==> src/rtl/processor_pkg.sv <==
// Shared definitions for the multicycle processor: opcodes, FSM state encoding
// and the sign-extension helper used for immediates and jump offsets.
package processor_pkg;

    localparam logic [2:0] OP_ADD  = 3'b000;
    localparam logic [2:0] OP_SUB  = 3'b001;
    localparam logic [2:0] OP_ADDI = 3'b010;
    localparam logic [2:0] OP_SLT  = 3'b011;
    localparam logic [2:0] OP_LW   = 3'b100;
    localparam logic [2:0] OP_SW   = 3'b101;
    localparam logic [2:0] OP_BEQ  = 3'b110;
    localparam logic [2:0] OP_JMP  = 3'b111;

    localparam logic [2:0] S_FETCH  = 3'd0;
    localparam logic [2:0] S_DECODE = 3'd1;
    localparam logic [2:0] S_EXEC   = 3'd2;
    localparam logic [2:0] S_MEM    = 3'd3;
    localparam logic [2:0] S_WB     = 3'd4;
    localparam logic [2:0] S_HALT   = 3'd5;

    // Sign-extends the low 'width' bits of val to 32 bits; callers size-cast the result.
    function automatic logic [31:0] sext(input logic [31:0] val, input int unsigned width);
        logic [31:0] hi;
        hi = 32'hFFFF_FFFF << width;
        if ((val & (32'd1 << (width - 1))) != 32'd0)
            return val | hi;
        else
            return val & ~hi;
    endfunction

endpackage

==> src/rtl/param_reg_file.sv <==
// Register file: 2**RA_W x DATA_W, two asynchronous read ports, one synchronous
// write port, synchronous active-high reset clearing every entry.
module param_reg_file
#(
    parameter int DATA_W = 8,
    parameter int RA_W   = 1
)
(
    input  logic              i_clk,
    input  logic              i_reset,
    input  logic              i_we,
    input  logic [RA_W-1:0]   i_waddr,
    input  logic [DATA_W-1:0] i_wdata,
    input  logic [RA_W-1:0]   i_raddr_a,
    output logic [DATA_W-1:0] o_rdata_a,
    input  logic [RA_W-1:0]   i_raddr_b,
    output logic [DATA_W-1:0] o_rdata_b
);

    logic [DATA_W-1:0] r_regs [2**RA_W];

    // NOTE: the array is small and architecturally visible, so every entry is reset; large RAMs normally are not.
    always_ff @(posedge i_clk) begin
        if (i_reset) begin
            for (int i = 0; i < 2**RA_W; i++)
                r_regs[i] <= '0;
        end else if (i_we) begin
            r_regs[i_waddr] <= i_wdata;
        end
    end

    assign o_rdata_a = r_regs[i_raddr_a];
    assign o_rdata_b = r_regs[i_raddr_b];

endmodule

==> src/rtl/multicycle_processor.sv <==
// Multicycle processor: FETCH/DECODE/EXEC/MEM/WB FSM with req/ack instruction and data ports.
// Optional macro PERF_CNT_EN adds cycle_cnt and retired_cnt performance counters.
module multicycle_processor
    import processor_pkg::*;
#(
    parameter  int DATA_W  = 8,
    parameter  int PC_W    = 8,
    parameter  int RA_W    = 1,
    parameter  int IMM_W   = 3,
    localparam int INSTR_W = 3 + 2*RA_W + IMM_W
)
(
    input  logic               clock,
    input  logic               reset,
    output logic               imem_req,
    output logic [PC_W-1:0]    imem_addr,
    input  logic               imem_ack,
    input  logic [INSTR_W-1:0] imem_rdata,
    output logic               dmem_req,
    output logic               dmem_we,
    output logic [DATA_W-1:0]  dmem_addr,
    output logic [DATA_W-1:0]  dmem_wdata,
    input  logic               dmem_ack,
    input  logic [DATA_W-1:0]  dmem_rdata,
    output logic [PC_W-1:0]    pc_out,
    output logic               halted
`ifdef PERF_CNT_EN
    ,
    output logic [31:0]        cycle_cnt,
    output logic [31:0]        retired_cnt
`endif
);

    logic [2:0]         r_state;
    logic [PC_W-1:0]    r_pc;
    logic [PC_W-1:0]    r_next_pc;
    logic [INSTR_W-1:0] r_instr;
    logic [DATA_W-1:0]  r_op_a;
    logic [DATA_W-1:0]  r_op_b;
    logic [DATA_W-1:0]  r_result;
    logic [DATA_W-1:0]  r_addr;

    logic [2:0]           w_op;
    logic [RA_W-1:0]      w_rd;
    logic [RA_W-1:0]      w_rs;
    logic [IMM_W-1:0]     w_imm_raw;
    logic [INSTR_W-4:0]   w_off_raw;
    logic [DATA_W-1:0]    w_imm;
    logic [PC_W-1:0]      w_imm_pc;
    logic [PC_W-1:0]      w_off_pc;
    logic [DATA_W-1:0]    w_rd_val;
    logic [DATA_W-1:0]    w_rs_val;
    logic [DATA_W-1:0]    w_alu;
    logic [PC_W-1:0]      w_target;
    logic                 w_rf_we;

    assign w_op      = r_instr[INSTR_W-1 -: 3];
    assign w_rd      = r_instr[INSTR_W-4 -: RA_W];
    assign w_rs      = r_instr[IMM_W +: RA_W];
    assign w_imm_raw = r_instr[IMM_W-1:0];
    assign w_off_raw = r_instr[INSTR_W-4:0];
    assign w_imm     = DATA_W'(sext(32'(w_imm_raw), IMM_W));
    assign w_imm_pc  = PC_W'(sext(32'(w_imm_raw), IMM_W));
    assign w_off_pc  = PC_W'(sext(32'(w_off_raw), INSTR_W - 3));

    assign w_rf_we = (r_state == S_WB) &&
                     (w_op == OP_ADD || w_op == OP_SUB || w_op == OP_ADDI ||
                      w_op == OP_SLT || w_op == OP_LW);

    param_reg_file #(.DATA_W(DATA_W), .RA_W(RA_W)) u_reg_file (
        .i_clk     (clock),
        .i_reset   (reset),
        .i_we      (w_rf_we),
        .i_waddr   (w_rd),
        .i_wdata   (r_result),
        .i_raddr_a (w_rd),
        .o_rdata_a (w_rd_val),
        .i_raddr_b (w_rs),
        .o_rdata_b (w_rs_val)
    );

    // NOTE: every path assigns a default first so this block can never infer a latch.
    always_comb begin
        w_alu    = r_op_a;
        w_target = r_pc + PC_W'(1);
        case (w_op)
            OP_ADD:  w_alu = r_op_a + r_op_b;
            OP_SUB:  w_alu = r_op_a - r_op_b;
            OP_ADDI: w_alu = r_op_a + w_imm;
            OP_SLT:  w_alu = DATA_W'($signed(r_op_a) < $signed(r_op_b));
            OP_BEQ:  if (r_op_a == r_op_b) w_target = r_pc + w_imm_pc;
            OP_JMP:  w_target = r_pc + w_off_pc;
            default: w_alu = r_op_a;
        endcase
    end

    // NOTE: state registers use non-blocking assignments so all updates see pre-edge values.
    always_ff @(posedge clock) begin
        if (reset) begin
            r_state   <= S_FETCH;
            r_pc      <= '0;
            r_next_pc <= '0;
            r_instr   <= '0;
            r_op_a    <= '0;
            r_op_b    <= '0;
            r_result  <= '0;
            r_addr    <= '0;
        end else begin
            case (r_state)
                S_FETCH: if (imem_ack) begin
                    r_instr <= imem_rdata;
                    r_state <= S_DECODE;
                end
                S_DECODE: begin
                    r_op_a  <= w_rd_val;
                    r_op_b  <= w_rs_val;
                    r_state <= (w_op == OP_JMP && w_off_raw == '0) ? S_HALT : S_EXEC;
                end
                S_EXEC: begin
                    r_result  <= w_alu;
                    r_addr    <= r_op_b + w_imm;
                    r_next_pc <= w_target;
                    r_state   <= (w_op == OP_LW || w_op == OP_SW) ? S_MEM : S_WB;
                end
                S_MEM: if (dmem_ack) begin
                    if (w_op == OP_LW) r_result <= dmem_rdata;
                    r_state <= S_WB;
                end
                S_WB: begin
                    r_pc    <= r_next_pc;
                    r_state <= S_FETCH;
                end
                S_HALT:  r_state <= S_HALT;
                default: r_state <= S_FETCH;
            endcase
        end
    end

    // FETCH is also the reset state, so the fetch request is masked while reset is held.
    assign imem_req   = (r_state == S_FETCH) && !reset;
    assign imem_addr  = r_pc;
    assign dmem_req   = (r_state == S_MEM);
    assign dmem_we    = dmem_req && (w_op == OP_SW);
    assign dmem_addr  = r_addr;
    assign dmem_wdata = r_op_a;
    assign pc_out     = r_pc;
    assign halted     = (r_state == S_HALT);

`ifdef PERF_CNT_EN
    logic [31:0] r_cycle_cnt;
    logic [31:0] r_retired_cnt;

    always_ff @(posedge clock) begin
        if (reset) begin
            r_cycle_cnt   <= '0;
            r_retired_cnt <= '0;
        end else begin
            if (r_state != S_HALT) r_cycle_cnt   <= r_cycle_cnt + 32'd1;
            if (r_state == S_WB)   r_retired_cnt <= r_retired_cnt + 32'd1;
        end
    end

    assign cycle_cnt   = r_cycle_cnt;
    assign retired_cnt = r_retired_cnt;
`endif

endmodule
==> config.mk <==
export PLATFORM = sky130hd
export DESIGN_NAME = multicycle_processor
export DESIGN_NICKNAME = d
export VERILOG_FILES = /design/src/rtl/processor_pkg.sv /design/src/rtl/param_reg_file.sv /design/src/rtl/multicycle_processor.sv
export SDC_FILE = /design/constraint.sdc
export NUM_CORES = 1
export LEC_CHECK = 0
export CAP_MARGIN = 15
export CORE_ASPECT_RATIO = 1.5
export CORE_MARGIN = 3
export CORE_UTILIZATION = 52
export CTS_BUF_LIST = sky130_fd_sc_hd__clkbuf_8 sky130_fd_sc_hd__clkbuf_16
export CTS_CLUSTER_DIAMETER = 40
export CTS_CLUSTER_SIZE = 40
export DETAILED_ROUTE_END_ITERATION = 8
export GPL_ROUTABILITY_DRIVEN = 1
export PLACE_DENSITY_LB_ADDON = 0.05
export SLEW_MARGIN = 20
export SYNTH_ARGS = -nofsm -noshare
export SYNTH_HDL_FRONTEND = slang
export SYNTH_HIERARCHICAL = 1
export SYNTH_SLANG_ARGS = --single-unit
export TNS_END_PERCENT = 100
==> constraint.sdc <==
create_clock -name clock -period 2.6 [get_ports clock]
set_clock_uncertainty 0.2 [all_clocks]
set_input_delay 0.65 -clock clock [delete_from_list [all_inputs] [get_ports clock]]
set_output_delay 0.65 -clock clock [all_outputs]
set_load 0.1 [all_outputs]
# Yosys cells after proc, flatten, opt, wreduce, memory -nomap -nowiden
# Memories as Yosys holds them, arrays and structs flattened. A register that Yosys moved wholly into a read port is not among the register bits.
# Index checks and enable logic that the tools add are counted.
dict set report word_totals {
  memories 1
  word_cells 70
  output_inout_bits 36
  regBits 43
  ramBits 16
}
dict set report classes {
  reduce_logical 18
  eq_ne 16
  magnitude_cmp 1
  add_sub_neg 7
  mux 21
}
# memory depth word_bits rd rd_clocked_by_memory_dff write_ports line
set memory_table {}
lappend memory_table {u_reg_file.r_regs 2 8 2 2 2 param_reg_file.sv:20} ;# logic [DATA_W-1:0] r_regs [2**RA_W];
# op n
set ops {}
lappend ops {{$mux W8} 6}
lappend ops {{$add A8 B8 Y8} 5}
lappend ops {{$pmux W8 S2} 2}
lappend ops {{$pmux W8 S4} 1}
lappend ops {{$eq A3 B3 Y1 const B} 6}
lappend ops {{$pmux W3 S5} 1}
lappend ops {{$eq A3 B2 Y1 const B} 4}
lappend ops {{$mux W3} 4}
lappend ops {{$add A8 B1 Y8 const B} 1}
lappend ops {{$eq A8 B8 Y1} 1}
lappend ops {{$lt A8 B8 Y1} 1}
lappend ops {{$reduce_or A8 Y1} 1}
lappend ops {{$sub A8 B8 Y8} 1}
lappend ops {{$mux W1} 7}
lappend ops {{$eq A3 B1 Y1 const B} 2}
lappend ops {{$logic_not A3 Y1} 2}
lappend ops {{$logic_not A5 Y1} 1}
lappend ops {{$logic_or A1 B1 Y1} 5}
lappend ops {{$logic_and A1 B1 Y1} 4}
lappend ops {{$ne A2 B1 Y1 const B} 2}
lappend ops {{$reduce_and A2 Y1} 2}
lappend ops {{$reduce_and A3 Y1} 1}
lappend ops {{$ne A2 B2 Y1 const B} 1}
lappend ops {{$reduce_bool A2 Y1} 1}
lappend ops {{$logic_not A1 Y1} 1}

# Depth between registers and ports, before layout
# Gate-level depths: netlist of the first run.
dict set report logic_depth {
  depth_word 11
  mapped_depth 12
}

# Cells and area by module
# The synthesis of the first run kept the hierarchy.
# mod cells_per_inst seq_area_each_um2 area_per_inst_um2 n_inst
set modules_own_cells {}
lappend modules_own_cells {multicycle_processor 554 1181.1 4217.8 1}
lappend modules_own_cells {param_reg_file 56 480.5 824.5 1}

# Worst setup path before layout of the first run
# Ideal clock, no wire load.
dict set report synth_path {
  kind {input -> output}
  start {in reset}
  end {out imem_req}
  arrival_time_ns 3.857
  path_buffers 2
  slack_ns -2.107
  stages 3
  t_required_ns 1.750
  cell_sequence {clkbuf_1 clkbuf_1 nor4_1}
}
dict set report synth_between {
  elab_chain_cells 2
}
# item line
set synth_rtl {}
lappend synth_rtl {{from (decl)} multicycle_processor.sv:14} ;# input logic reset,
lappend synth_rtl {{$logic_not A1 Y1} multicycle_processor.sv:140} ;# assign imem_req = (r_state == S_FETCH) && !reset;
lappend synth_rtl {{$logic_and A1 B1 Y1} multicycle_processor.sv:140}
lappend synth_rtl {{to (decl)} multicycle_processor.sv:15} ;# output logic imem_req,
# Every way passes these cells.

# Worst setup path in the final report of the first run
dict set report layout_path {
  start {reg r_instr[6]}
  end {reg r_result[7]}
}
dict set report layout_between {
  elab_chain_cells 3
  word_cells_on_any_way 9
  cone_classes {eq/ne: 5; mux: 2; reduce/logical: 2}
}
# item line
set layout_rtl {}
lappend layout_rtl {{from (decl)} multicycle_processor.sv:37} ;# logic [INSTR_W-1:0] r_instr;
lappend layout_rtl {{from (signal assigned)} multicycle_processor.sv:111} ;# r_instr <= imem_rdata;
lappend layout_rtl {{$eq A3 B2 Y1, or another cell as far along} multicycle_processor.sv:86} ;# case (w_op)
lappend layout_rtl {{$pmux W8 S4 / $ne A2 B1 Y1 (equally long branches)} --}
lappend layout_rtl {{$pmux W8 S2 / $reduce_and A3 Y1 (equally long branches)} --}
lappend layout_rtl {{to (signal assigned)} multicycle_processor.sv:120} ;# r_result <= w_alu;
lappend layout_rtl {{to (signal assigned)} multicycle_processor.sv:126} ;# if (w_op == OP_LW) r_result <= dmem_rdata;
lappend layout_rtl {{to (decl)} multicycle_processor.sv:40} ;# logic [DATA_W-1:0] r_result;
# Several ways; a longest one is shown, not always the timed one.
# A chain may end at the register's enable or synchronous reset.

==> results.cfg, run 1 <==
[outcome]
outcome = complete, but fails checks
violations = setup timing

[synthesis]
synth_ff_type = dfxtp_1
yosys-top-cells-area = dfxtp_1 (23%), edfxtp_1 (9.5%), ha_1 (8.4%)
ys_seq_area_share_pct = 32.95
async_reset_ff_share_pct = 0
synth-compound-area-share_pct = 18.76
syn_area_um2 = 5042
netlist_instances = 610
synth_edf_count = 16
syn_area_per_cell_um2 = 8.266
ys_ff_latch = 75
synthMuxAreaShare_pct = 5.980
synth.distinct_cells = 63
yosys_warnings = 6
synthAdderAreaFrac_pct = 10.02
synth_xor_area_share_pct = 4.342
yosys.area.top_type = dfxtp_1
synth_top_family_by_area = simple AND/OR/NAND/NOR gates
post_synth_and_or_nand_nor_area_fraction_pct = 22.26
syn-num-nets = 668
yosysTopAreaCellShare_pct = 23.42

[setup_path]
start_kind = flop
cp.arrival_ns = 2.69
crit_fanout = 4
endpoint_kind = flop
crit_required_ns = 2.65
criticalPathCategory = flop to flop

[die]
die_w_um = 86.40
num_rows = 43
die-area_um2 = 10940
core_area_um2 = 9361
start_util_pct = 53.86
design.portCount = 56
die_height_um = 126.6

[routing]
via_per_inst = 5.965
drt.antenna.violating_nets = 0
drt_wl_total_mm = 14.85
drc = 0
firstDrtPassIters = 5
initialDrtViolationCount = 323
vias = 4796
wl_per_cell_um = 18.47

[layout]
utilization_pct = 67.55
drive_above_1_share_pct = 23.27
final_nets = 745
area_delta_synth_final_pct = 25.41
design_area_um2 = 6324
finalNonFillerCells = 804
diodes = 0

[timing]
final-max-slew-violation-count = 0
timing.fmax_mhz = 379.1
finalSetupViolCount = 2
whs_ns = 0.2523
worst_slew_pin_slew_ns = 0.7080
hold_viol_final = 0
grt_setup_unrepaired = yes
period_share_pct = 101.5
maxSlewHeadroom_pct = 52.80
setup_ws_ns = -0.03817
fin_crit_ns = 2.638

[grt]
grt_max_degree = 67
grt_pass1_wl_mm = 24.01
grt_usage_pct = 28.19
grt_pass1_vias = 4654
grt_antenna_before_repair = 0
grt_overflow = 0

[power]
p_leak_uw = 0.002614
vdd_drop_max_v = 0.0003990
p_per_area_nw_per_um2 = 558.8
finalPower_uw = 3534

[flow_run]
cap_violations = 0

[clock_tree]
post_cts_buffers = 0
clockRootBuffer = clkbuf_16
numCtsBuffers = 9
ctsHtreeMaxLevel = 3
cts-hold-fix-buffers = 0
clkLatencyLatePin_ns = 0.34
cts_buffer_depth = 2
cts_tree = done
numClockSinks = 75
clk_pin_slew_ns = 0.07

[place]
gp_congestion = 0.9734
place_inst = 788
place_area_um2 = 5946
port_buffers = 55
hpwl_mm = 11.22

[hold_path]
min_path_type = flop to flop
[final cells by class]
class / instances / area (um^2)
clock buffers: 9 / 225.2
clock inverters: 7 / 65.06
fillers: 810 / 3038
inverters: 30 / 112.6
multi-input cells: 470 / 3236
flip-flops and latches: 75 / 1682
well taps: 112 / 140.1
repair buffers: 101 / 863.3
[report_power, final]
part	internal [uW]	leakage [uW]	switching (uW)
registers	1260	0.000652	65.4
logic	386	0.00182	597
clock network	670	0.000140	558
total	2310	0.00261	1220
[registers in the layout, indices dropped and copies added (netlist names)]
register and cells:
imem_addr 8, r_instr 8, r_result 8, r_next_pc 8
r_state 3, dmem_addr 8, r_op_b 8, dmem_wdata 8
u_reg_file/r_regs 16
[worst paths after layout]
kind,slack (ns),cells after the start,to,start
hold / removal,0.25,2,dmem_addr[5]$_SDFFE_PP0N_,dmem_addr[5]$_SDFFE_PP0N_
setup / recovery,-0.04,9,r_result[7]$_SDFFE_PP0P_,r_instr[6]$_SDFFE_PP0P_
setup reg to reg,-0.04,9,r_result[7]$_SDFFE_PP0P_,r_instr[6]$_SDFFE_PP0P_
hold reg to reg,0.25,2,dmem_addr[5]$_SDFFE_PP0N_,dmem_addr[5]$_SDFFE_PP0N_
[cell usage in the layout, fill, tap and decap left out, drive strengths merged, types with 9 or more instances in the layout]
master	instances
ha	34
a211oi	14
xor2	12
o21ai	27
nor2b	10
nand2b	9
nand2	83
nand3	17
xnor2	13
nor3	15
inv	33
a21oi	55
dfxtp	59
nor2	50
edfxtp	16
mux2	17
clkbuf	9
buf	83
clkdlybuf4s50	18
and3	16
mux2i	11
[worst max-delay path: stages (launching register included)]
cell      delay [ns]
dfxtp_2         0.32
or3b_4          0.40
mux2_4          0.32
ha_4            0.17
a21oi_2         0.16
o211ai_1        0.15
o41ai_2         0.35
xnor2_1         0.16
nand2_1         0.09
a311oi_2        0.21
[cell families after synthesis]
| kind of cell | after synthesis |
|---|---|
| AOI/OAI and AO/OA | 147 |
| xor gates and xnor gates | 25 |
| adders and majority gates | 38 |
| buffers and inverters | 65 |
| DFF | 75 |
| muxes | 28 |
| and+or+nand+nor | 232 |
[repair_timing]
item | in CTS | in global routing
pin swaps | 1 | 7
resized for setup | 3 | 15
endpoints found under the setup margin | 5 | 9
[metrics by stage]
| stage | worst slack [ns] | TNS, ns |
|---|---|---|
| global placement | 0.01795 | 0 |
| CTS | -0.07451 | -0.1027 |
| global route | -0.1427 | -0.6346 |
| finish | -0.03817 | -0.04644 |
| detailed placement | -0.08566 | -0.09307 |
| floorplan | -0.2849 | -0.2937 |
[Yosys cell counts (2+ instances only)]
library cell and number:
dfxtp_1 59, nand3b_1 4, fa_1 4, and3_1 16, nand3_1 17, o21a_1 5, a211o_1 2, mux2i_1 11
o211ai_1 8, buf_2 10, xnor2_1 13, o21ai_0 27, nor3b_1 2, buf_4 8, clkbuf_1 16, a31oi_1 6
nand2_1 83, nor2b_1 9, a211oi_1 14, a21o_1 2, nand2b_1 9, a221o_1 2, nor2_1 50, a21o_2 2
or3_1 6, a2111oi_0 2, mux2_2 17, nor4_1 3, edfxtp_1 16, and2_1 8, o41ai_1 4, o221ai_1 3
inv_1 29, a21oi_1 55, nand4_1 2, o31a_1 2, ha_1 34, nor3_1 14, xor2_1 12
[routing by layer]
| metal | up-vias | part of all wire, % | wire, um | GRT usage, % |
|---|---|---|---|---|
| li1 | 2322 | - | - | - |
| met3 | 50 | 4.8 | 717 | 4.288 |
| met4 | 0 | 5.7 | 848 | 15.41 |
| met5 | - | 0 | 0 | 0 |
| met2 | 167 | 51 | 7608 | 48.96 |
| met1 | 2257 | 38 | 5675 | 32.50 |
Note: power is estimated with default switching activity, not from simulation.
==> run 2: changes to the inputs <==
--- a/config.mk
+++ b/config.mk
@@ -8,11 +8,12 @@
 export CAP_MARGIN = 15
 export CORE_ASPECT_RATIO = 1.5
 export CORE_MARGIN = 3
-export CORE_UTILIZATION = 52
+export CORE_UTILIZATION = 58
 export CTS_BUF_LIST = sky130_fd_sc_hd__clkbuf_8 sky130_fd_sc_hd__clkbuf_16
 export CTS_CLUSTER_DIAMETER = 40
 export CTS_CLUSTER_SIZE = 40
 export DETAILED_ROUTE_END_ITERATION = 8
+export DONT_BUFFER_PORTS = 1
 export GPL_ROUTABILITY_DRIVEN = 1
 export PLACE_DENSITY_LB_ADDON = 0.05
 export SLEW_MARGIN = 20
==> run 2 against run 1 <==
The run still ends with setup timing left. Wire length grew 3.4%. Critical path type unchanged. Sequential share of layout area increased by 1.6 points. Total power grew 0.87%.
==> results.cfg, run 2 (same netlist as run 1, synthesis figures left out) <==
[timing]
period_share_pct = 100.5
setup_tns_ns = -0.01179
fin_crit_ns = 2.612
worst_slew_pin_slew_ns = 0.6305
finalSetupViolCount = 1
timing.fmax_mhz = 382.9
maxSlewHeadroom_pct = 57.96
grt_setup_unrepaired = yes
hold_viol_final = 0
final-max-slew-violation-count = 0
setup_ws_ns = -0.01179

[clock_tree]
cts_tree = done
clk_pin_slew_ns = 0.07
cts_buffer_depth = 2
ctsHtreeMaxLevel = 3
clockRootBuffer = clkbuf_16
cts-hold-fix-buffers = 0
numClockSinks = 75
numCtsBuffers = 9
clkLatencyLatePin_ns = 0.34

[routing]
drc = 0
firstDrtPassIters = 6
wl_per_cell_um = 20.10
drt.antenna.violating_nets = 0
wl_met2_mm = 8.039
drt_wl_total_mm = 15.36
initialDrtViolationCount = 308
wl_met3_um = 691
route.layer.met1.wl_mm = 5.519
top_layer_used = met4
via_per_inst = 6.158
vias = 4705

[setup_path]
reg2regPathDepth = 9
start_kind = flop
endpoint_kind = flop
r2r_slack_ns = -0.01
cp-endpoint = r_result[7]$_SDFFE_PP0P_
crit_fanout = 4
cp.arrival_ns = 2.66
criticalPathCategory = flop to flop
regToRegEndpoint = r_result[7]$_SDFFE_PP0P_
crit_path_start = r_instr[7]$_SDFFE_PP0P_
r2r_start = r_instr[7]$_SDFFE_PP0P_
crit_required_ns = 2.65

[outcome]
violations = setup timing
outcome = complete, but fails checks

[grt]
grt_pass1_wl_mm = 23.84
grt_max_degree = 68
grt_usage_pct = 32.44
grt_antenna_before_repair = 0
grt_overflow = 0
grt_pass1_vias = 4731

[die]
design.portCount = 56
num_rows = 41
die_height_um = 120.2
die-area_um2 = 9872
start_util_pct = 59.57
die_w_um = 82.13
core_area_um2 = 8464

[layout]
largest_reg_flops = 16
layout_commonest_cell = nand2_1
final_nets = 710
diodes = 0
design_area_um2 = 5996
layout_common_cells = nand2_1 (82), buf_4 (63), a21oi_1 (54), nor2_1 (49), dfxtp_1 (40)
drive_above_1_share_pct = 22.22
area_delta_synth_final_pct = 18.91
regMostFlops = u_reg_file/r_regs

[hold_path]
min_path_type = primary input to flop

[power]
switching_share_pct = 33.47
p_per_area_nw_per_um2 = 594.5
seqPwrFrac_pct = 37.2
power.share.combinational_pct = 25.6
finalPower_uw = 3564
internal_power_uw = 2371
vdd_drop_max_v = 0.0004404
power_switching_uw = 1193
pwr-share-clk_pct = 37.3
p_leak_uw = 0.002451

[place]
port_buffers = 0
place_area_um2 = 5593
hpwl_mm = 11.57
gp_congestion = 0.9548

[flow_run]
cap_violations = 0
run 2: power by group through the flow:
stage	Clock [uW]	Combinational (uW)	Sequential [uW]
2_1_floorplan	0	558	1430
3_3_place_gp	0	867	1350
3_5_place_dp	0	883	1350
4_1_cts	1340	899	1320
5_1_grt	1390	997	1330
6_report	1330	911	1320
run 2: how the worst min path moves through the flow:
stage / start / endpoint / slack, ns / cells past startpoint
after CTS: reset / dmem_wdata[4]$_SDFFE_PP0N_ / 0.16 / 1
after global routing: reset / dmem_wdata[6]$_SDFFE_PP0N_ / 0.16 / 1
after floorplan: r_next_pc[1]$_SDFFE_PP0N_ / r_next_pc[1]$_SDFFE_PP0N_ / 0.23 / 2
after detailed placement: dmem_addr[5]$_SDFFE_PP0N_ / dmem_addr[5]$_SDFFE_PP0N_ / 0.24 / 2
final: reset / dmem_wdata[6]$_SDFFE_PP0N_ / 0.17 / 1
after global placement: r_next_pc[1]$_SDFFE_PP0N_ / r_next_pc[1]$_SDFFE_PP0N_ / 0.24 / 2
run 2: timing repair:
item / in CTS / in global routing
setup buffers: 0 / 1
pin swaps: 8 / 6
endpoints found under the hold margin: 0 / 0
endpoints found under the setup margin: 7 / 13
gates resized for setup: 8 / 11
cloned: 0 / 0
run 2: critical path, stage by stage, from the launching register on:
cell and delay, ns:
dfxtp_2 0.32, or3b_4 0.43, mux2_4 0.33, ha_4 0.17, a21oi_2 0.15, o211ai_1 0.15
o41ai_2 0.33, xnor2_1 0.17, nand2_1 0.09, a311oi_2 0.20
run 2: layer usage:
metal  vias up  track usage [%]
li1       2260                -
met1      2245            33.32
met2       146            57.39
met3        54            6.110
met4         0            21.73
met5         -                0
run 2: area by class of cell:
cell class              count  area (um^2)
multi-input cells         470         3217
fillers                   708         2469
flip-flops and latches     75         1688
repair buffers             66        524.3
clock buffers               9        225.2
well taps                 107        133.9
inverters                  30        112.6
clock inverters             7        95.09
run 2: per-stage QoR:
| stage | util (%) | worst slack [ns] | cells | hold WS, ns |
|---|---|---|---|---|
| after floorplan | - | -0.2849 | 610 | 0.2323 |
| after global placement | 66.08 | -0.03500 | 747 | 0.2372 |
| after detailed placement | 66.08 | -0.06113 | 747 | 0.2396 |
| after CTS | 70.41 | 0.006176 | 763 | 0.1605 |
| after global routing | 70.84 | -0.1437 | 764 | 0.1576 |
| final | 70.84 | -0.01179 | 764 | 0.1700 |
==> run 3: changes to the inputs <==
--- a/config.mk
+++ b/config.mk
@@ -5,10 +5,11 @@
 export SDC_FILE = /design/constraint.sdc
 export NUM_CORES = 1
 export LEC_CHECK = 0
+export ABC_AREA = 1
 export CAP_MARGIN = 15
 export CORE_ASPECT_RATIO = 1.5
-export CORE_MARGIN = 3
-export CORE_UTILIZATION = 58
+export CORE_MARGIN = 2
+export CORE_UTILIZATION = 65
 export CTS_BUF_LIST = sky130_fd_sc_hd__clkbuf_8 sky130_fd_sc_hd__clkbuf_16
 export CTS_CLUSTER_DIAMETER = 40
 export CTS_CLUSTER_SIZE = 40
==> constraint.sdc (replaced) <==
create_clock -name clock -period 2.7 [get_ports clock]
set_clock_uncertainty 0.2 [all_clocks]
set_input_delay 0.675 -clock clock [delete_from_list [all_inputs] [get_ports clock]]
set_output_delay 0.675 -clock clock [all_outputs]
set_load 0.1 [all_outputs]
==> run 3 against run 2 <==
The run now ends clean. Fmax rose by 4.4%. Largest power group is now combinational cells. Critical endpoint is now r_result[3]$_SDFFE_PP0P_. Setup slack improved by 0.21 ns. Non-clock buffer count fell by 24. Combinational power rose to 5.0 times the previous value. Highest routed layer unchanged.
==> results.cfg, run 3 <==
[synthesis]
yosysTopAreaCellShare_pct = 22.58
synthMuxAreaShare_pct = 0
ys_top_cells_by_count = nand2_1 (129), inv_1 (106), o21ai_0 (85), a21oi_1 (72), dfxtp_1 (59)
synth_xor_area_share_pct = 2.344
synth_top_family_by_area = simple AND/OR/NAND/NOR gates
netlist_instances = 738
synth_edf_count = 16
syn_area_per_cell_um2 = 7.088
yosys-top-cells-area = dfxtp_1 (23%), nand2_1 (9.3%), edfxtp_1 (9.2%)
yosys.area.top_type = dfxtp_1
post_synth_and_or_nand_nor_area_fraction_pct = 25.35
syn-num-nets = 796
syn_area_um2 = 5231
async_reset_ff_share_pct = 0
ys_ff_latch = 75
ys_seq_area_share_pct = 31.76
yosys_warnings = 6
synth-compound-area-share_pct = 19.76
synth.distinct_cells = 43
synthAdderAreaFrac_pct = 9.663
yosysMostFrequentCell = nand2_1
synth_ff_type = dfxtp_1

[setup_path]
cpPeakStageDelay_ns = 0.39
crit_path_frequent_cell = inv_1
crit_cells = 13
cp_slowest_cell = dfxtp_1
start_kind = flop
regToRegEndpoint = r_result[3]$_SDFFE_PP0P_
crit_fanout = 10
criticalPathCategory = flop to flop
r2r_start = r_instr[7]$_SDFFE_PP0P_
crit_required_ns = 2.74
cp.buffers_inverters = 3
endpoint_kind = flop
cp.arrival_ns = 2.54
r2r_slack_ns = 0.20
path_delay_family = simple AND/OR/NAND/NOR gates
reg2regPathDepth = 13
worstPathCellList = inv_4 > nand3_2 > inv_1 > o21ai_0 > inv_1 > ha_1 > a21oi_2 > nand2_1 > or2_2 > nand3_1 > nand4_1 > o211ai_1 > a21oi_1

[grt]
grt_overflow = 0
grt_usage_pct = 36.73
grt_antenna_before_repair = 0
grt_pass1_vias = 5067
grt_pass1_wl_mm = 24.96
grt_max_degree = 29

[hold_path]
hold_path_startpoint = reset
hold_depth = 1
min_path_type = primary input to flop
hold-path-endpoint = r_next_pc[1]$_SDFFE_PP0N_

[place]
gp_congestion = 1.017
hpwl_mm = 12.10
place_area_um2 = 5569
place_inst = 861
port_buffers = 0

[layout]
diodes = 0
layout_commonest_cell = nand2_1
drive_above_1_share_pct = 14.38
layout_common_cells = nand2_1 (129), inv_1 (106), o21ai_0 (84), a21oi_1 (71), nor2_1 (50)
final_nets = 825
design_area_um2 = 5859
regMostFlops = u_reg_file/r_regs
area_delta_synth_final_pct = 12.01
fillers = 680
largest_reg_flops = 16
finalNonFillerCells = 877

[power]
internal_power_uw = 3394
power.share.combinational_pct = 61.0
p_leak_uw = 0.002756
p_per_area_nw_per_um2 = 1280
pwr-share-clk_pct = 15.5
switching_share_pct = 54.74
seqPwrFrac_pct = 23.4
power_switching_uw = 4104
vdd_drop_max_v = 0.0009384

[die]
design.portCount = 56
die-area_um2 = 8796
die_height_um = 113.9
start_util_pct = 66.16
die_w_um = 77.25
core_area_um2 = 7908
num_rows = 40

[outcome]
outcome = completed

[timing]
period_share_pct = 92.64
final-max-slew-violation-count = 0
maxSlewHeadroom_pct = 62.12
grt_setup_unrepaired = no
worst_slew_pin_slew_ns = 0.5623
timing.fmax_mhz = 399.8
hold_viol_final = 0
finalSetupViolCount = 0
fin_crit_ns = 2.501

[routing]
initialDrtViolationCount = 347
drt_wl_total_mm = 15.73
via_per_inst = 5.966
vias = 5232
drc = 0
drt.antenna.violating_nets = 0
wl_per_cell_um = 17.93
firstDrtPassIters = 5

[clock_tree]
clk_pin_slew_ns = 0.07
ctsHtreeMaxLevel = 3
numClockSinks = 75
clockRootBuffer = clkbuf_16
numCtsBuffers = 9
cts-hold-fix-buffers = 0
cts_tree = done
cts_buffer_depth = 2
clkLatencyLatePin_ns = 0.35
post_cts_buffers = 0

[flow_run]
cap_violations = 0
[run 3: cell count changes in the layout (fill, tap and decap cells not counted), moves of 10 or more]
cell / before / now
inv_1: 28 / 106
o21ai_0: 24 / 84
nand2_1: 82 / 129
nand3_1: 17 / 47
buf_4: 63 / 41
a21oi_1: 54 / 71
and3_1: 16 / 0
mux2_2: 16 / 0
nand4_1: 2 / 17
a211oi_1: 13 / 1
mux2i_1: 11 / 0
or2_2: 0 / 11
xnor2_1: 13 / 3
[run 3: per-stage QoR]
| step | worst slack [ns] | utilization (%) | power, uW | hold slack, ns | setup TNS (ns) |
|---|---|---|---|---|---|
| floorplan | -0.3364 | - | 5261 | 0.2297 | -0.3364 |
| global placement | 0.2661 | 70.43 | 6164 | 0.2364 | 0 |
| detailed placement | 0.1400 | 70.43 | 6257 | 0.2460 | 0 |
| CTS | 0.1357 | 73.99 | 7417 | 0.1866 | 0 |
| global route | 0.02354 | 74.10 | 7995 | 0.1819 | 0 |
| finish | 0.1988 | 74.10 | 7498 | 0.1885 | 0 |
[run 3: per-layer routing]
metal	track usage, %	wire, um
met1	36.26	5251
met2	67.30	8234
met3	7.753	1061
met4	26.07	1180
met5	0	0
[run 3: what timing repair did]
| item | in CTS | in global routing |
|---|---|---|
| endpoints found under the setup margin | 0 | 4 |
| resized for setup | 0 | 5 |
| endpoints found under the hold margin | 0 | 0 |
[run 3: cells by family (layout without fill, tap and decap cells)]
logic type | count (synthesis) | after routing
buffers and inverters | 139 | 173
flip-flops | 75 | 75
AO/OA/AOI/OAI | 189 | 189
adder cells (fa/ha/maj) | 38 | 38
XOR/XNOR | 14 | 14
AND/OR/NAND/NOR | 283 | 283
[run 3: power by group through the flow]
stage          clock (uW)  sequential (uW)  combinational (uW)
2_1_floorplan           0             2460                2800
4_1_cts              1160             1740                4510
6_report             1160             1760                4580
3_5_place_dp            0             1760                4490
3_3_place_gp            0             1760                4410
5_1_grt              1210             1780                5010
[run 3: area by class of cell]
| class | count | area, um^2 | share of cell area [%] |
|---|---|---|---|
| sequential | 75 | 1674 | 28.57 |
| inverter | 115 | 436.7 | 7.452 |
| multi-input combinational | 524 | 3008 | 51.33 |
| clock inverter | 7 | 56.30 | 0.9609 |
| clock buffer | 9 | 225.2 | 3.844 |
| timing repair buffer | 42 | 327.8 | 5.595 |
| tap | 105 | 131.4 | 2.242 |
[run 3: worst register-to-register path: stages, from the launching register on]
cell      delay (ns)
dfxtp_1         0.39
inv_4           0.09
nand3_2         0.13
inv_1           0.10
o21ai_0         0.18
inv_1           0.06
ha_1            0.35
a21oi_2         0.17
nand2_1         0.11
or2_2           0.28
nand3_1         0.08
nand4_1         0.09
o211ai_1        0.09
a21oi_1         0.08
[run 3: how the worst max path moves through the flow]
| stage | start | end |
|---|---|---|
| after floorplan | r_state[1]$_SDFFE_PP0P_ | dmem_we |
| after global placement | r_instr[5]$_SDFFE_PP0P_ | r_result[3]$_SDFFE_PP0P_ |
| after detailed placement | r_instr[5]$_SDFFE_PP0P_ | r_result[3]$_SDFFE_PP0P_ |
| after CTS | r_instr[5]$_SDFFE_PP0P_ | r_result[3]$_SDFFE_PP0P_ |
| after global routing | r_instr[5]$_SDFFE_PP0P_ | r_result[6]$_SDFFE_PP0P_ |
| final | r_instr[7]$_SDFFE_PP0P_ | r_result[3]$_SDFFE_PP0P_ |
